<file path="src/rtl/mm_pkg.sv">
// Shared types and helpers for the Mastermind game controller.
//   game_state_t  : top-level game flow (touch handling, rows, win/lose)
//   score_state_t : scorer sequencing (exact matches, then per-colour matches)
//   cw_for/pw_for/rw_for : field widths derived from the game parameters
//   field_get/field_put  : access peg k of a packed row vector; rows up to
//                          MAX_VEC bits wide, fields up to MAX_FIELD bits
package mm_pkg;

    localparam int MAX_VEC   = 64;
    localparam int MAX_FIELD = 8;

    typedef enum logic [2:0] {
        IDLE,
        EDIT,
        SCORING,
        WON,
        LOST
    } game_state_t;

    typedef enum logic [1:0] {
        SC_IDLE,
        SCORE_BLACK,
        SCORE_COLOR,
        SCORE_DONE
    } score_state_t;

    function automatic int bits_for(input int n);
        return (n <= 1) ? 1 : $clog2(n);
    endfunction

    function automatic int cw_for(input int num_colors);
        return bits_for(num_colors + 1);
    endfunction

    function automatic int pw_for(input int num_pegs);
        return bits_for(num_pegs + 1);
    endfunction

    function automatic int rw_for(input int num_rows);
        return bits_for(num_rows);
    endfunction

    function automatic logic [MAX_FIELD-1:0] field_get(input logic [MAX_VEC-1:0] vec,
                                                       input int k, input int w);
        logic [MAX_VEC-1:0] mask;
        mask = (MAX_VEC'(1) << w) - MAX_VEC'(1);
        return MAX_FIELD'((vec >> (k * w)) & mask);
    endfunction

    function automatic logic [MAX_VEC-1:0] field_put(input logic [MAX_VEC-1:0] vec,
                                                     input int k, input int w,
                                                     input logic [MAX_FIELD-1:0] val);
        logic [MAX_VEC-1:0] mask;
        mask = ((MAX_VEC'(1) << w) - MAX_VEC'(1)) << (k * w);
        return (vec & ~mask) | ((MAX_VEC'(val) << (k * w)) & mask);
    endfunction

endpackage

</file>
<file path="src/rtl/mm_game_engine_scorer.sv">
// Multi-cycle Mastermind scorer. On start it snapshots guess and secret,
// counts exact matches in one cycle, then walks colours 1..NUM_COLORS
// accumulating min(count in guess, count in secret). done pulses for one
// cycle with black/white valid. A start in any state restarts scoring.
// Ports:
//   clock, reset     : system clock, async active-high reset
//   start            : begin scoring the presented guess/secret
//   guess, secret    : packed rows, peg k at [k*CW +: CW]
//   done             : one-cycle strobe, black/white valid
//   black, white     : exact matches, colour-only matches
//
// state       | meaning
// SC_IDLE     | waiting for start
// SCORE_BLACK | count exact position+colour matches
// SCORE_COLOR | one colour per cycle, accumulate total colour matches
// SCORE_DONE  | result valid, done asserted
module mm_peg_scorer
    import mm_pkg::*;
#(
    parameter int NUM_PEGS   = 4,
    parameter int NUM_COLORS = 6,
    localparam int CW = cw_for(NUM_COLORS),
    localparam int PW = pw_for(NUM_PEGS),
    localparam int GW = NUM_PEGS * CW
) (
    input  logic          clock,
    input  logic          reset,
    input  logic          start,
    input  logic [GW-1:0] guess,
    input  logic [GW-1:0] secret,
    output logic          done,
    output logic [PW-1:0] black,
    output logic [PW-1:0] white
);

    score_state_t  state, state_nxt;
    logic [GW-1:0] g_snap, s_snap;
    logic [CW-1:0] color;
    logic [CW-1:0] gf, sf;
    logic [PW-1:0] match, exact_cnt, g_cnt, s_cnt, color_min;

    always_ff @(posedge clock or posedge reset) begin
        if (reset) state <= SC_IDLE;
        else       state <= state_nxt;
    end

    always_comb begin
        state_nxt = state;
        done      = 1'b0;
        case (state)
            SCORE_BLACK: state_nxt = SCORE_COLOR;
            SCORE_COLOR: if (color == CW'(NUM_COLORS)) state_nxt = SCORE_DONE;
            SCORE_DONE: begin
                done      = 1'b1;
                state_nxt = SC_IDLE;
            end
            default:     state_nxt = SC_IDLE;
        endcase
        if (start) state_nxt = SCORE_BLACK;
    end

    always_comb begin
        exact_cnt = '0;
        g_cnt     = '0;
        s_cnt     = '0;
        gf        = '0;
        sf        = '0;
        for (int k = 0; k < NUM_PEGS; k++) begin
            gf = CW'(field_get(MAX_VEC'(g_snap), k, CW));
            sf = CW'(field_get(MAX_VEC'(s_snap), k, CW));
            if (gf == sf)    exact_cnt = exact_cnt + PW'(1);
            if (gf == color) g_cnt     = g_cnt + PW'(1);
            if (sf == color) s_cnt     = s_cnt + PW'(1);
        end
        color_min = (g_cnt < s_cnt) ? g_cnt : s_cnt;
    end

    always_ff @(posedge clock or posedge reset) begin
        if (reset) begin
            g_snap <= '0;
            s_snap <= '0;
            color  <= '0;
            match  <= '0;
            black  <= '0;
        end else if (start) begin
            g_snap <= guess;
            s_snap <= secret;
            color  <= CW'(1);
            match  <= '0;
        end else if (state == SCORE_BLACK) begin
            black <= exact_cnt;
        end else if (state == SCORE_COLOR) begin
            match <= match + color_min;
            if (color != CW'(NUM_COLORS)) color <= color + CW'(1);
        end
    end

    // Total colour matches always include the exact ones, so no underflow.
    assign white = match - black;

endmodule

</file>
<file path="src/rtl/mm_game_engine.sv">
// Mastermind game controller. Takes mapped touches (column, row), cycles peg
// colours on the active row, scores a submitted row with mm_peg_scorer and
// tracks win/lose. An accepted touch starts a holdoff window during which
// further touches are dropped.
// Ports:
//   clock, reset          : system clock, async active-high reset
//   new_game, secret_in   : start a game with the given secret
//   touch_valid/col/row   : mapped touch; col NUM_PEGS is the submit area
//   guess, active_row     : current editable row and its contents
//   black/white_pegs      : last score, qualified by score_valid pulse
//   busy                  : scoring in progress
//   game_won, game_lost   : end-of-game levels
//
// state   | meaning
// IDLE    | after reset, waiting for new_game
// EDIT    | touches edit the active row or submit it
// SCORING | scorer running, touches dropped
// WON     | last score was all black
// LOST    | last row scored without a win
module mm_game_engine
    import mm_pkg::*;
#(
    parameter int NUM_PEGS   = 4,
    parameter int NUM_COLORS = 6,
    parameter int NUM_ROWS   = 8,
    parameter int HOLDOFF    = 20000000,
    localparam int CW = cw_for(NUM_COLORS),
    localparam int PW = pw_for(NUM_PEGS),
    localparam int RW = rw_for(NUM_ROWS),
    localparam int TW = pw_for(NUM_PEGS),
    localparam int GW = NUM_PEGS * CW,
    localparam int HW = bits_for(HOLDOFF)
) (
    input  logic          clock,
    input  logic          reset,
    input  logic          new_game,
    input  logic [GW-1:0] secret_in,
    input  logic          touch_valid,
    input  logic [TW-1:0] touch_col,
    input  logic [RW-1:0] touch_row,
    output logic [GW-1:0] guess,
    output logic [RW-1:0] active_row,
    output logic [PW-1:0] black_pegs,
    output logic [PW-1:0] white_pegs,
    output logic          score_valid,
    output logic          busy,
    output logic          game_won,
    output logic          game_lost
);

    game_state_t   state, state_nxt;
    logic [GW-1:0] secret, secret_fixed, guess_inc;
    logic [HW-1:0] holdoff;
    logic [CW-1:0] cur_field, nxt_field;
    logic          accept, peg_touch, submit_touch, all_set, start;
    logic          sc_done;
    logic [PW-1:0] sc_black, sc_white;

    always_comb begin
        secret_fixed = secret_in;
        all_set      = 1'b1;
        for (int k = 0; k < NUM_PEGS; k++) begin
            // Empty secret pegs would be unmatchable; force them to colour 1.
            if (CW'(field_get(MAX_VEC'(secret_in), k, CW)) == '0)
                secret_fixed = GW'(field_put(MAX_VEC'(secret_fixed), k, CW, MAX_FIELD'(1)));
            if (CW'(field_get(MAX_VEC'(guess), k, CW)) == '0)
                all_set = 1'b0;
        end
    end

    always_comb begin
        cur_field = CW'(field_get(MAX_VEC'(guess), int'(touch_col), CW));
        if (cur_field == '0 || cur_field >= CW'(NUM_COLORS)) nxt_field = CW'(1);
        else                                                 nxt_field = cur_field + CW'(1);
        guess_inc = GW'(field_put(MAX_VEC'(guess), int'(touch_col), CW, MAX_FIELD'(nxt_field)));
    end

    assign accept       = (state == EDIT) && touch_valid && !new_game && (holdoff == '0)
                          && (touch_row == active_row) && (touch_col <= TW'(NUM_PEGS));
    assign peg_touch    = accept && (touch_col < TW'(NUM_PEGS));
    assign submit_touch = accept && (touch_col == TW'(NUM_PEGS));
    assign start        = submit_touch && all_set;
    assign busy         = (state == SCORING);

    always_ff @(posedge clock or posedge reset) begin
        if (reset) state <= IDLE;
        else       state <= state_nxt;
    end

    always_comb begin
        state_nxt = state;
        case (state)
            EDIT:    if (start) state_nxt = SCORING;
            SCORING: if (sc_done) begin
                if (sc_black == PW'(NUM_PEGS)) state_nxt = WON;
                else if (active_row == '0)     state_nxt = LOST;
                else                           state_nxt = EDIT;
            end
            default: state_nxt = state;
        endcase
        if (new_game) state_nxt = EDIT;
    end

    always_ff @(posedge clock or posedge reset) begin
        if (reset) begin
            secret      <= '0;
            guess       <= '0;
            active_row  <= RW'(NUM_ROWS - 1);
            black_pegs  <= '0;
            white_pegs  <= '0;
            score_valid <= 1'b0;
            game_won    <= 1'b0;
            game_lost   <= 1'b0;
            holdoff     <= '0;
        end else if (new_game) begin
            secret      <= secret_fixed;
            guess       <= '0;
            active_row  <= RW'(NUM_ROWS - 1);
            black_pegs  <= '0;
            white_pegs  <= '0;
            score_valid <= 1'b0;
            game_won    <= 1'b0;
            game_lost   <= 1'b0;
            holdoff     <= '0;
        end else begin
            score_valid <= 1'b0;
            // Submit with empty pegs still counts as accepted for holdoff.
            if (accept)              holdoff <= HW'(HOLDOFF - 1);
            else if (holdoff != '0)  holdoff <= holdoff - HW'(1);
            if (peg_touch) guess <= guess_inc;
            if (state == SCORING && sc_done) begin
                black_pegs  <= sc_black;
                white_pegs  <= sc_white;
                score_valid <= 1'b1;
                if (sc_black == PW'(NUM_PEGS)) begin
                    game_won <= 1'b1;
                end else if (active_row == '0) begin
                    game_lost <= 1'b1;
                end else begin
                    active_row <= active_row - RW'(1);
                    guess      <= '0;
                end
            end
        end
    end

    // A new_game mid-scoring leaves the scorer running; its done is ignored
    // outside SCORING, and the next start restarts it.
    mm_peg_scorer #(
        .NUM_PEGS   (NUM_PEGS),
        .NUM_COLORS (NUM_COLORS)
    ) u_scorer (
        .clock  (clock),
        .reset  (reset),
        .start  (start),
        .guess  (guess),
        .secret (secret),
        .done   (sc_done),
        .black  (sc_black),
        .white  (sc_white)
    );

endmodule

</file>
<file path="config.mk">
export PLATFORM = sky130hd
export DESIGN_NAME = mm_game_engine
export DESIGN_NICKNAME = d
export VERILOG_FILES = /design/src/rtl/mm_pkg.sv /design/src/rtl/mm_game_engine_scorer.sv /design/src/rtl/mm_game_engine.sv
export SDC_FILE = /design/constraint.sdc
export NUM_CORES = 1
export LEC_CHECK = 0
export CAP_MARGIN = 20
export CORE_MARGIN = 1
export CORE_UTILIZATION = 24
export DETAILED_ROUTE_END_ITERATION = 12
export SLEW_MARGIN = 0
export SYNTH_ARGS = -nofsm -noshare
export SYNTH_HDL_FRONTEND = slang
export SYNTH_HIERARCHICAL = 1
export SYNTH_SLANG_ARGS = --single-unit
</file>
<file path="constraint.sdc">
create_clock -name clock -period 5.5 [get_ports clock]
set_clock_uncertainty 0.1 [all_clocks]
set_input_delay 0.55 -clock clock [delete_from_list [all_inputs] [get_ports clock]]
set_output_delay 0.55 -clock clock [all_outputs]
set_load 0.05 [all_outputs]
</file>
======== Word level (Yosys, flattened, before mapping) ========
Index checks and enable logic that the tools add are counted.
storage, ports and cells
  logic and storage cells ................. 173
  output and inout port bits .............. 25
  bits in registers ....................... 99
  bits of input ports ..................... 22
cells by class
  $add $sub $neg .......................... 15
  order comparisons ....................... 4
  bitwise gates (word level) .............. 5
  multiplexer cells ....................... 64
  multipliers ............................. 1
  shift-type cells ........................ 3
  reductions and logical operators ........ 37
  eq/ne operators ......................... 28
operator list
  operator                                            number
  2-to-1 mux 3 bit                                    32
  2-to-1 mux 25 bit                                   3
  2-to-1 mux 12 bit                                   6
  equality test 3 bit                                 13
  >> shifter 12 x 32 -> 3 bit                         1
  logical NOT 3 bit                                   10
  logical NOT 25 bit                                  1
  nonzero test 25 bit                                 1
  subtractor 25 x 1 -> 25 bit, second input constant  1
  adder 3 x 1 -> 3 bit, second input constant         8
  bitwise AND 12 bit                                  2
  2-to-1 mux 1 bit                                    17
  inverter 12 bit                                     1
  OR 12 bit                                           1
  AND reduction 3 bit                                 4
  left shift 3 x 5 -> 12 bit                          1
  left shift 3 x 5 -> 12 bit, first input constant    1
  nonzero test 2 bit                                  5
  equality test 3 bit, second input constant          3
  logical AND 1 bit                                   9
  2-to-1 mux 9 bit                                    1
  adder 1 x 1 -> 2 bit, second input constant         3
  2-to-1 mux 6 bit                                    1
  inequality test 2 bit, second input constant        3
  other kinds (22)                                    29

======== Logic depth before layout (Yosys ltp) ========
Gate-level depths: netlist (run 1).
  depth in word-level cells ............... 14
  mapped depth ............................ 20

======== By module ========
Netlist (run 1), hierarchy kept.
modules (own cells, without submodules)
  module          seq. area each (um^2)  cells each  area each (um^2)  times used
  mm_game_engine  1605.3                 367         3499.6            1
  mm_peg_scorer   875.8                  228         2376.0            1

======== Worst setup path before layout (run 1) ========
OpenSTA, ideal clock, no wires.
  path kind ............................... register -> register
  from .................................... register u_scorer.color[1]
  to ...................................... register u_scorer.match[2]
  cell stages (with the launch flop) ...... 20
  setup slack ............................. 1.458 ns
  setup time .............................. 0.078 ns
  data arrival time ....................... 3.864 ns
  buffers on the path ..................... 1
  cell sequence ........................... dfrtp_1 -> buf_6 -> xnor2_1 -> and3_1 -> ha_1 -> or4_4 -> nand2_1 -> ha_1 -> nand4_1 -> xnor2_1 -> ha_1 -> inv_1 -> a21oi_1 -> a2bb2oi_1 -> a21oi_1 -> ha_1 -> fa_1 -> xnor2_1 -> or3_1 -> a21oi_1
on the way
  cells in the longest elaborated chain, start to end .. 14
  elaborated cells on any way between the ends .. 28
RTL lines
  what                                            line                                                      source
  from (decl)                                     mm_game_engine_scorer.sv:38                               logic [CW-1:0] color;
  from (signal assigned)                          mm_game_engine_scorer.sv:94                               if (color != CW'(NUM_COLORS)) color <= color + CW'(1);
  equality test 3 bit, on equally long branches   mm_game_engine_scorer.sv:72, mm_game_engine_scorer.sv:73
  2-to-1 mux 1 bit, on equally long branches      mm_game_engine_scorer.sv:72, mm_game_engine_scorer.sv:73
  adder 1 x 1 -> 2 bit, on equally long branches  mm_game_engine_scorer.sv:72, mm_game_engine_scorer.sv:73
  2-to-1 mux 3 bit, on equally long branches      mm_game_engine_scorer.sv:72, mm_game_engine_scorer.sv:73
  adder 3 x 1 -> 3 bit, on equally long branches  mm_game_engine_scorer.sv:72, mm_game_engine_scorer.sv:73
  2-to-1 mux 3 bit, on equally long branches      mm_game_engine_scorer.sv:72, mm_game_engine_scorer.sv:73
  adder 3 x 1 -> 3 bit, on equally long branches  mm_game_engine_scorer.sv:72, mm_game_engine_scorer.sv:73
  2-to-1 mux 3 bit, on equally long branches      mm_game_engine_scorer.sv:72, mm_game_engine_scorer.sv:73
  < comparator 3 bit                              mm_game_engine_scorer.sv:75                               color_min = (g_cnt < s_cnt) ? g_cnt : s_cnt;
  2-to-1 mux 3 bit *                              mm_game_engine_scorer.sv:75
  adder 3 bit *                                   mm_game_engine_scorer.sv:93                               match <= match + color_min;
  2-to-1 mux 3 bit *                              mm_game_engine_scorer.sv:92                               end else if (state == SCORE_COLOR) begin
  2-to-1 mux 3 bit *                              mm_game_engine_scorer.sv:90                               end else if (state == SCORE_BLACK) begin
  2-to-1 mux 3 bit *                              mm_game_engine_scorer.sv:85                               end else if (start) begin
  to (signal assigned)                            mm_game_engine_scorer.sv:93
  to (decl)                                       mm_game_engine_scorer.sv:40                               logic [PW-1:0] match, exact_cnt, g_cnt, s_cnt, color_min;
Mark *: on every way between the ends. The rest lies on a longest branch, timed or not. The select of a mux whose other input is x is not followed.
A chain may end at the register's enable or synchronous reset.

======== Worst setup path after layout (run 1) ========
  from .................................... register u_scorer.color[2]
  to ...................................... register u_scorer.match[2]
Same word-level chain as after synthesis.

==> reports/metrics.yaml, run 1 <==
grt_first_pass_wirelength_mm: 23.02
start_util_pct: 24.74
maxSlewHeadroom_pct: 43.20
ant_nets: 0
drt_iter0_markers: 244
vias_per_cell: 4.564
critPathCapture: "u_scorer/match[2]$_DFFE_PP0P_"
slew_viol_final: 0
start_kind: "flip-flop"
synth_area_leaders: "dfrtp_1 (41%), xnor2_1 (6.7%), mux2_2 (6.3%)"
cts_root_buf: "clkbuf_16"
syn_inst: 595
postLayoutCoreUtil_pct: 29.32
dpl-instance-area_um2: 6653
dp_hpwl_mm: 10.31
avgSynthCellArea_um2: 9.875
drive_above_1_share_pct: 12.21
synth_edf_count: 0
nets: 685
reg2reg_depth: 17
fmaxAchievable_ghz: 0.2269
status: "complete, no violations"
min_path_type: "reg -> reg"
antenna_found_initial: 0
r2r_slack_ns: 1.09
remaining_drc_errors: 0
htree_levels: 3
yosysTopAreaCellShare_pct: 40.89
hold_viol_final: 0
rsz0062_at_grt: "false"
tightest_slew_ns: 0.8519
cts_resized: 0
die_width_um: 158.5
cp.depth: 17
post_cts_buffers: 0
power.leakage_uw: 0.003023
layoutNonFillerInstCount: 958
holdWs_ns: 0.4066
gp_congestion: 0.8246
gr-total-overflow: 0
ys.flop_type: "dfrtp_1"
crit_required_ns: 5.67
crit_family: "simple AND/OR/NAND/NOR gates"
syn_nets: 646
vdd_drop_max_mv: 0.1849
pin_count: 47
synth_area_um2: 5876
tritoncts: "built"
cp_slowest_cell: "dfrtp_1"
die-area_um2: 25110
setup.worst_path.class: "reg -> reg"
tns_ns: 0
drt_first_pass_iters: 4
wl_per_cell_um: 14.56
grt_max_degree: 65
synth_area_leader_cell: "dfrtp_1"
r2r_end: "u_scorer/match[2]$_DFFE_PP0P_"
clkTransAtPathRegs_ns: 0.08
track_usage_pct: 11.84
cp_num_buf_inv: 1
ys_types: 61
core_area_um2: 23750
synthArstFlopShare_pct: 100.0
die_height_um: 158.5
dp_cells: 942
finalCritPeriodShare_pct: 80.13
cts-hold-fix-buffers: 0
design_area_um2: 6964
ys_ff_latch: 99
crit_fanout: 12
worstPathArrival_ns: 4.58
cts_buffer_depth: 2
synth_warnings: 6
synth_commonest_cells: "dfrtp_1 (96), nor2_1 (50), nand2_1 (45), xnor2_1 (45), a21oi_1 (41)"
drt-total-wl_mm: 13.95
grt_pass1_vias: 4249
nFillCells: 2486
cts_buffers: 9
rows: 56
r2r-start: "u_scorer/color[2]$_DFFE_PP0P_"
synth_most_common_cell: "dfrtp_1"
cp-end-kind: "flip-flop"
min_period_ns: 4.407
max_cap_viol_count: 0
p_per_area_nw_per_um2: 341.8
cp-startpoint: "u_scorer/color[2]$_DFFE_PP0P_"
yosysSeqAreaShare_pct: 42.23
critical_path.max_stage_delay_ns: 0.67
worstPathCellList: "xnor2_1 -> and3_1 -> ha_1 -> or4_4 -> nand2_1 -> ha_1 -> nand4_1 -> xnor2_1 -> ha_1 -> inv_1 -> a21oi_1 -> o21ai_1 -> mux2i_1 -> fa_1 -> xnor2_1 -> or3_1 -> a21oi_1"
setup_viol: 0
clock_latency_ns: 0.35
cts_sinks: 99
area_growth_syn_to_layout_pct: 18.53
port_buffers: 46
dr_total_vias: 4372
diodes: 0
==> metal layers <==
metal  track usage [%]  wire length (um)  vias to the layer above
met5                 0                 0                        -
met4             3.068               144                        0
met3             2.586               486                       10
met2             18.65              6431                       66
met1             16.29              6890                     2118
li1                  -                 -                     2178
==> registers in the layout (all words and copies together) (netlist names) <==
register / cells
score_valid: 1
u_scorer/black: 3
holdoff: 25
state: 3
secret: 12
u_scorer/match: 3
u_scorer/color: 3
game_lost: 1
black_pegs: 3
active_row: 3
u_scorer/g_snap: 12
guess: 12
u_scorer/state: 2
game_won: 1
u_scorer/s_snap: 12
white_pegs: 3
==> power by group <==
part	leakage (uW)	switching [uW]	total, uW	internal, uW
logic	0.00157	493	798	305
clock network	0.000147	298	659	361
registers	0.00130	109	924	815
total	0.00302	900	2380	1480
==> final cells by class <==
| class | count | area, um^2 | area share, % |
|---|---|---|---|
| clock buffer | 9 | 225.2 | 3.234 |
| clock inverter | 7 | 86.33 | 1.240 |
| inverter | 26 | 97.59 | 1.401 |
| multi-input combinational | 447 | 3182 | 45.69 |
| sequential | 99 | 2481 | 35.63 |
| tap | 319 | 399.1 | 5.731 |
| timing repair buffer | 51 | 493.0 | 7.079 |
==> layout by cell type, fill, tap and decap left out, types with 3 or more instances in the layout <==
| master | synthesis | final |
|---|---|---|
| xor2_1 | 18 | 18 |
| a21oi_1 | 41 | 41 |
| nand2b_1 | 10 | 10 |
| nor3_1 | 19 | 18 |
| clkdlybuf4s50_1 | 0 | 45 |
| or2_2 | 5 | 5 |
| nor4_1 | 10 | 10 |
| nand2_1 | 45 | 45 |
| xnor2_1 | 45 | 45 |
| and3_1 | 6 | 6 |
| nor2b_1 | 5 | 5 |
| ha_1 | 27 | 27 |
| nand4_1 | 6 | 6 |
| dfrtp_1 | 96 | 96 |
| a31oi_1 | 4 | 4 |
| inv_1 | 26 | 25 |
| nand3b_1 | 3 | 3 |
| dfstp_2 | 3 | 3 |
| or3_1 | 12 | 12 |
| clkbuf_16 | 0 | 9 |
| a211oi_1 | 7 | 7 |
| o21ai_0 | 19 | 19 |
| buf_4 | 0 | 5 |
| nor4_2 | 3 | 3 |
| mux2i_1 | 12 | 12 |
| mux2_2 | 33 | 33 |
| nand3_1 | 22 | 22 |
| nor2_1 | 50 | 50 |
==> per-stage QoR <==
stage	setup WS, ns	power, uW
6_report	1.093	2380
5_1_grt	0.7957	2535
4_1_cts	1.101	2394
3_5_place_dp	1.121	1724
3_3_place_gp	1.224	1723
2_1_floorplan	1.458	1540
==> cells by family after synthesis <==
logic type / count (synthesis) / share of synthesized area (%)
simple gates: 216 / 19.59
flops: 99 / 42.23
compound gates: 92 / 9.519
xor+xnor: 63 / 9.391
buf+inv: 49 / 3.705
mux: 47 / 9.136
fa+ha+maj: 29 / 6.431
==> how the worst min path moves through the flow <==
stage / from / end / slack [ns] / cells past startpoint
after floorplan: secret[10]$_DFFE_PP0P_ / secret[10]$_DFFE_PP0P_ / 0.37 / 1
after global placement: secret[11]$_DFFE_PP0P_ / u_scorer/s_snap[11]$_DFFE_PP0P_ / 0.39 / 1
after detailed placement: secret[11]$_DFFE_PP0P_ / u_scorer/s_snap[11]$_DFFE_PP0P_ / 0.39 / 1
after CTS: secret[11]$_DFFE_PP0P_ / u_scorer/s_snap[11]$_DFFE_PP0P_ / 0.41 / 1
after global routing: secret[11]$_DFFE_PP0P_ / secret[11]$_DFFE_PP0P_ / 0.42 / 1
final: secret[11]$_DFFE_PP0P_ / u_scorer/s_snap[11]$_DFFE_PP0P_ / 0.41 / 1
No activity file was read; power rests on OpenSTA's default activity.
==> run 2, diff against run 1 <==
clock period = 3.7 ns   (was 5.5 ns; I/O delays follow)
==> reports/metrics.yaml, run 2 (synthesized netlist as in run 1, its figures left out) <==
status: "finished with violations"
violations: "negative setup slack"
crit_fanout: 5
tightest_slew_ns: 0.8567
cts-hold-fix-buffers: 0
start_kind: "flip-flop"
dp_worst_setup_slack_ns: -0.2720
min_path_type: "in -> async"
track_usage_pct: 12.49
ant_nets: 0
htree_levels: 3
fmaxAchievable_ghz: 0.2532
finalCritPeriodShare_pct: 106.7
tritoncts: "built"
core_area_um2: 23750
die_width_um: 158.5
crit_required_ns: 3.87
cp-end-kind: "flip-flop"
p_per_area_nw_per_um2: 485.9
cts_buffers: 9
largest_register: "holdoff"
worstPathArrival_ns: 4.12
layoutNonFillerInstCount: 992
drt-total-wl_mm: 14.80
area_growth_syn_to_layout_pct: 26.32
diodes: 0
die-area_um2: 25110
setup_slack_ns: -0.2489
grt_pass1_vias: 4620
clock_latency_ns: 0.35
design_area_um2: 7422
vias_per_cell: 4.601
pin_count: 47
die_height_um: 158.5
cts_sinks: 99
grt_max_degree: 63
remaining_drc_errors: 0
max_cap_viol_count: 0
rsz0062_at_grt: "true"
setup.worst_path.class: "reg -> reg"
grt_first_pass_wirelength_mm: 24.22
largest_reg_flops: 25
nets: 719
drt_first_pass_iters: 4
clkTransAtPathRegs_ns: 0.07
rows: 56
min_period_ns: 3.949
dr_total_vias: 4564
gr-total-overflow: 0
dp_cells: 974
port_buffers: 46
vdd_drop_max_mv: 0.2811
layout_commonest_cell: "dfrtp_1"
drive_above_1_share_pct: 21.55
dpl-instance-area_um2: 6914
maxSlewHeadroom_pct: 42.16
setup_viol: 2
hold_viol_final: 0
dp_hpwl_mm: 10.79
power.leakage_uw: 0.003237
slew_viol_final: 0
start_util_pct: 24.74
drt_iter0_markers: 322
wl_per_cell_um: 14.91
antenna_found_initial: 0
nFillCells: 2427
final_cell_mix: "dfrtp_1 (93), nor2_1 (50), clkdlybuf4s50_1 (45), nand2_1 (42)"
cts_buffer_depth: 2
cts_root_buf: "clkbuf_16"
gp_congestion: 0.8126
[run 2: cell count changes in the layout (fill, tap and decap cells not counted), sizes merged]
cell and delta:
clkinvlp -2, inv +2, buf +34
[run 2: final cells by class]
type	count	area, um^2	area share [%]
multi-input combinational	447	3362	45.30
sequential	99	2485	33.48
timing repair buffer	85	760.7	10.25
tap	319	399.1	5.378
clock buffer	9	225.2	3.034
inverter	26	97.59	1.315
clock inverter	7	92.59	1.247
[run 2: report_power, final]
part	internal (uW)	total, uW	switching, uW
registers	1210	1380	165
clock network	544	999	455
logic	490	1230	742
total	2250	3610	1360
[run 2: repair_timing]
action,in CTS,in global routing
resized for setup,12,21
setup endpoints to repair,2,2
setup buffers,2,0
pin swaps,7,4
[run 2: worst max-delay path, cell delays in order, from the launching register on]
cell and delay, ns:
dfrtp_2 0.49, xnor2_2 0.17, and3_4 0.22, ha_4 0.20, or4_4 0.43, nand2_4 0.09, ha_4 0.12, nand4_1 0.12
xnor2_2 0.18, ha_1 0.31, inv_2 0.09, a21oi_4 0.07, a2bb2oi_2 0.15, a21oi_2 0.05, ha_2 0.17, fa_2 0.33
xnor2_1 0.13, or3_1 0.31, a21oi_1 0.12
[run 2: per-layer routing]
metal  GRT usage (%)  share of wire (%)
met1           16.94                 49
met2           20.34                 46
met3           2.096                3.5
met4           3.526                1.1
met5               0                  0
[run 2: worst paths after layout]
check                                                   start                             to  slack [ns]  cells past startpoint
worst max-delay path            u_scorer/color[0]$_DFFE_PP0P_  u_scorer/match[2]$_DFFE_PP0P_       -0.25                     18
worst min-delay path                                    reset          secret[5]$_DFFE_PP0P_        0.13                      2
worst max register to register  u_scorer/color[0]$_DFFE_PP0P_  u_scorer/match[2]$_DFFE_PP0P_       -0.25                     18
worst min register to register          game_lost$_DFFE_PP0P_          game_lost$_DFFE_PP0P_        0.40                      2
max in group asynchronous                               reset        holdoff[10]$_DFFE_PP0P_        2.39                      3
min in group clock                      game_lost$_DFFE_PP0P_          game_lost$_DFFE_PP0P_        0.40                      2
[run 2: stage by stage]
stage | TNS, ns | total power [uW] | util, % | hold WS (ns)
global placement | -0.1275 | 2609 | 29.11 | 0.3833
global route | -0.6650 | 3836 | 31.25 | 0.1200
detailed placement | -0.3768 | 2612 | 29.11 | 0.3923
CTS | -0.2207 | 3627 | 30.71 | 0.1176
finish | -0.3094 | 3606 | 31.25 | 0.1339
floorplan | -0.1115 | 2289 | - | 0.3750
==> run 3, diff against run 2 <==
CORE_UTILIZATION = 35   (was 24)
TNS_END_PERCENT = 5   (was unset)
==> reports/metrics.yaml, run 3 (synthesized netlist as in run 1, its figures left out) <==
grt_use_met2_pct: 30.34
p_per_area_nw_per_um2: 489.8
cts_buffer_depth: 2
gr-total-overflow: 0
wl_per_cell_um: 16.03
postLayoutCoreUtil_pct: 43.48
setup_slack_ns: -0.2593
vdd_drop_max_mv: 0.3956
grt_pass1_vias: 4750
tightest_slew_ns: 0.9290
setup_viol: 2
port_buffers: 46
layout_commonest_cell: "dfrtp_1"
cp-end-kind: "flip-flop"
fmaxAchievable_ghz: 0.2526
worstPathArrival_ns: 4.13
reg2reg_depth: 18
dpl-instance-area_um2: 6770
drt_first_pass_iters: 8
violations: "design-rule violations, negative setup slack"
die_width_um: 131.6
slew_viol_final: 0
largest_register: "holdoff"
start_kind: "flip-flop"
gp_congestion: 0.8582
power.leakage_uw: 0.003189
met3_usage_pct: 4.012
crit_required_ns: 3.87
cts_buffers: 9
area_growth_syn_to_layout_pct: 21.85
cts_sinks: 99
largest_reg_flops: 25
nets: 718
maxSlewHeadroom_pct: 37.28
clock_latency_ns: 0.36
drt-total-wl_mm: 14.30
die_height_um: 131.6
max_cap_viol_count: 0
rows: 47
remaining_drc_errors: 2
top_usage_layer: "met2"
htree_levels: 3
final_cell_mix: "dfrtp_1 (93), nor2_1 (50), clkdlybuf4s50_1 (45), nand2_1 (43), xnor2_1 (42)"
start_util_pct: 35.68
setup.worst_path.class: "reg -> reg"
cts_root_buf: "clkbuf_16"
drt_iter0_markers: 266
vias_per_cell: 5.121
crit_fanout: 6
min_path_type: "in -> async"
pin_count: 47
grt_max_degree: 48
tritoncts: "built"
antenna_found_initial: 0
core_area_um2: 16470
status: "finished with violations"
hold_viol_final: 0
dp_worst_setup_slack_ns: -0.3273
ant_nets: 0
dr_total_vias: 4568
finalCritPeriodShare_pct: 107.0
drive_above_1_share_pct: 19.79
clkTransAtPathRegs_ns: 0.07
diodes: 0
dp_hpwl_mm: 10.67
rsz0062_at_grt: "true"
met1_usage_pct: 21.40
grt_first_pass_wirelength_mm: 23.97
die-area_um2: 17310
design_area_um2: 7159
track_usage_pct: 17.46
min_period_ns: 3.959
run 3: changes by cell type in the layout (fill, tap and decap cells not counted), sizes merged:
cell,change
inv,-3
clkbuf,+2
clkinv,+2
buf,-1
bufinv,-1
run 3: per-layer routing:
layer	part of all wire, %	routed length, um	vias to the layer above
met5	0	0	-
met4	1.2	170	0
met3	3.9	558	14
met2	51	7245	80
met1	44	6324	2239
li1	-	-	2235
run 3: worst paths after layout:
check                                              startpoint                            end  slack (ns)
worst min-delay path                                    reset          secret[0]$_DFFE_PP0P_        0.32
min in group clock                       game_won$_DFFE_PP0P_           game_won$_DFFE_PP0P_        0.41
max in group asynchronous                               reset      active_row[2]$_DFFE_PP1P_        2.44
worst max-delay path            u_scorer/color[1]$_DFFE_PP0P_  u_scorer/match[2]$_DFFE_PP0P_       -0.26
worst min register to register           game_won$_DFFE_PP0P_           game_won$_DFFE_PP0P_        0.41
worst max register to register  u_scorer/color[1]$_DFFE_PP0P_  u_scorer/match[2]$_DFFE_PP0P_       -0.26
run 3: final cells by class:
| cell class | count | area (um^2) |
|---|---|---|
| sequential | 99 | 2485 |
| timing repair buffer | 84 | 740.7 |
| clock inverter | 5 | 36.28 |
| inverter | 26 | 97.59 |
| tap | 220 | 275.3 |
| clock buffer | 11 | 242.7 |
| fill | 1562 | 9306 |
| multi-input combinational | 447 | 3282 |
run 3: per-stage QoR:
stage	cells	hold WS, ns	setup TNS, ns	power (uW)
6_report	892	0.3196	-0.3138	3507
5_1_grt	892	0.3765	-0.6334	3744
4_1_cts	892	0.3420	-0.4201	3525
3_5_place_dp	874	0.3919	-0.4528	2608
3_3_place_gp	874	0.3846	-0.1324	2590
2_1_floorplan	595	0.3750	-0.1115	2289
run 3: critical path: stages (launching register included):
cell	delay (ns)
dfrtp_2	0.47
xnor2_1	0.15
and3_1	0.18
ha_1	0.29
or4_4	0.43
nand2_2	0.08
ha_1	0.13
nand4_1	0.13
xnor2_2	0.18
ha_1	0.29
inv_2	0.09
a21oi_4	0.07
a2bb2oi_2	0.13
a21oi_1	0.05
ha_2	0.18
fa_2	0.33
xnor2_1	0.14
or3_1	0.32
a21oi_1	0.13
run 3: repair_timing:
action | in CTS | in global routing
setup endpoints to repair | 2 | 2
cloned | 0 | 0
resized for setup | 4 | 17
hold buffers | 0 | 0
pin swaps | 3 | 8
setup buffers | 2 | 0
run 3: where the power goes:
part           switching (uW)  internal (uW)
Sequential                162           1210
Clock                     424            477
Combinational             742            489
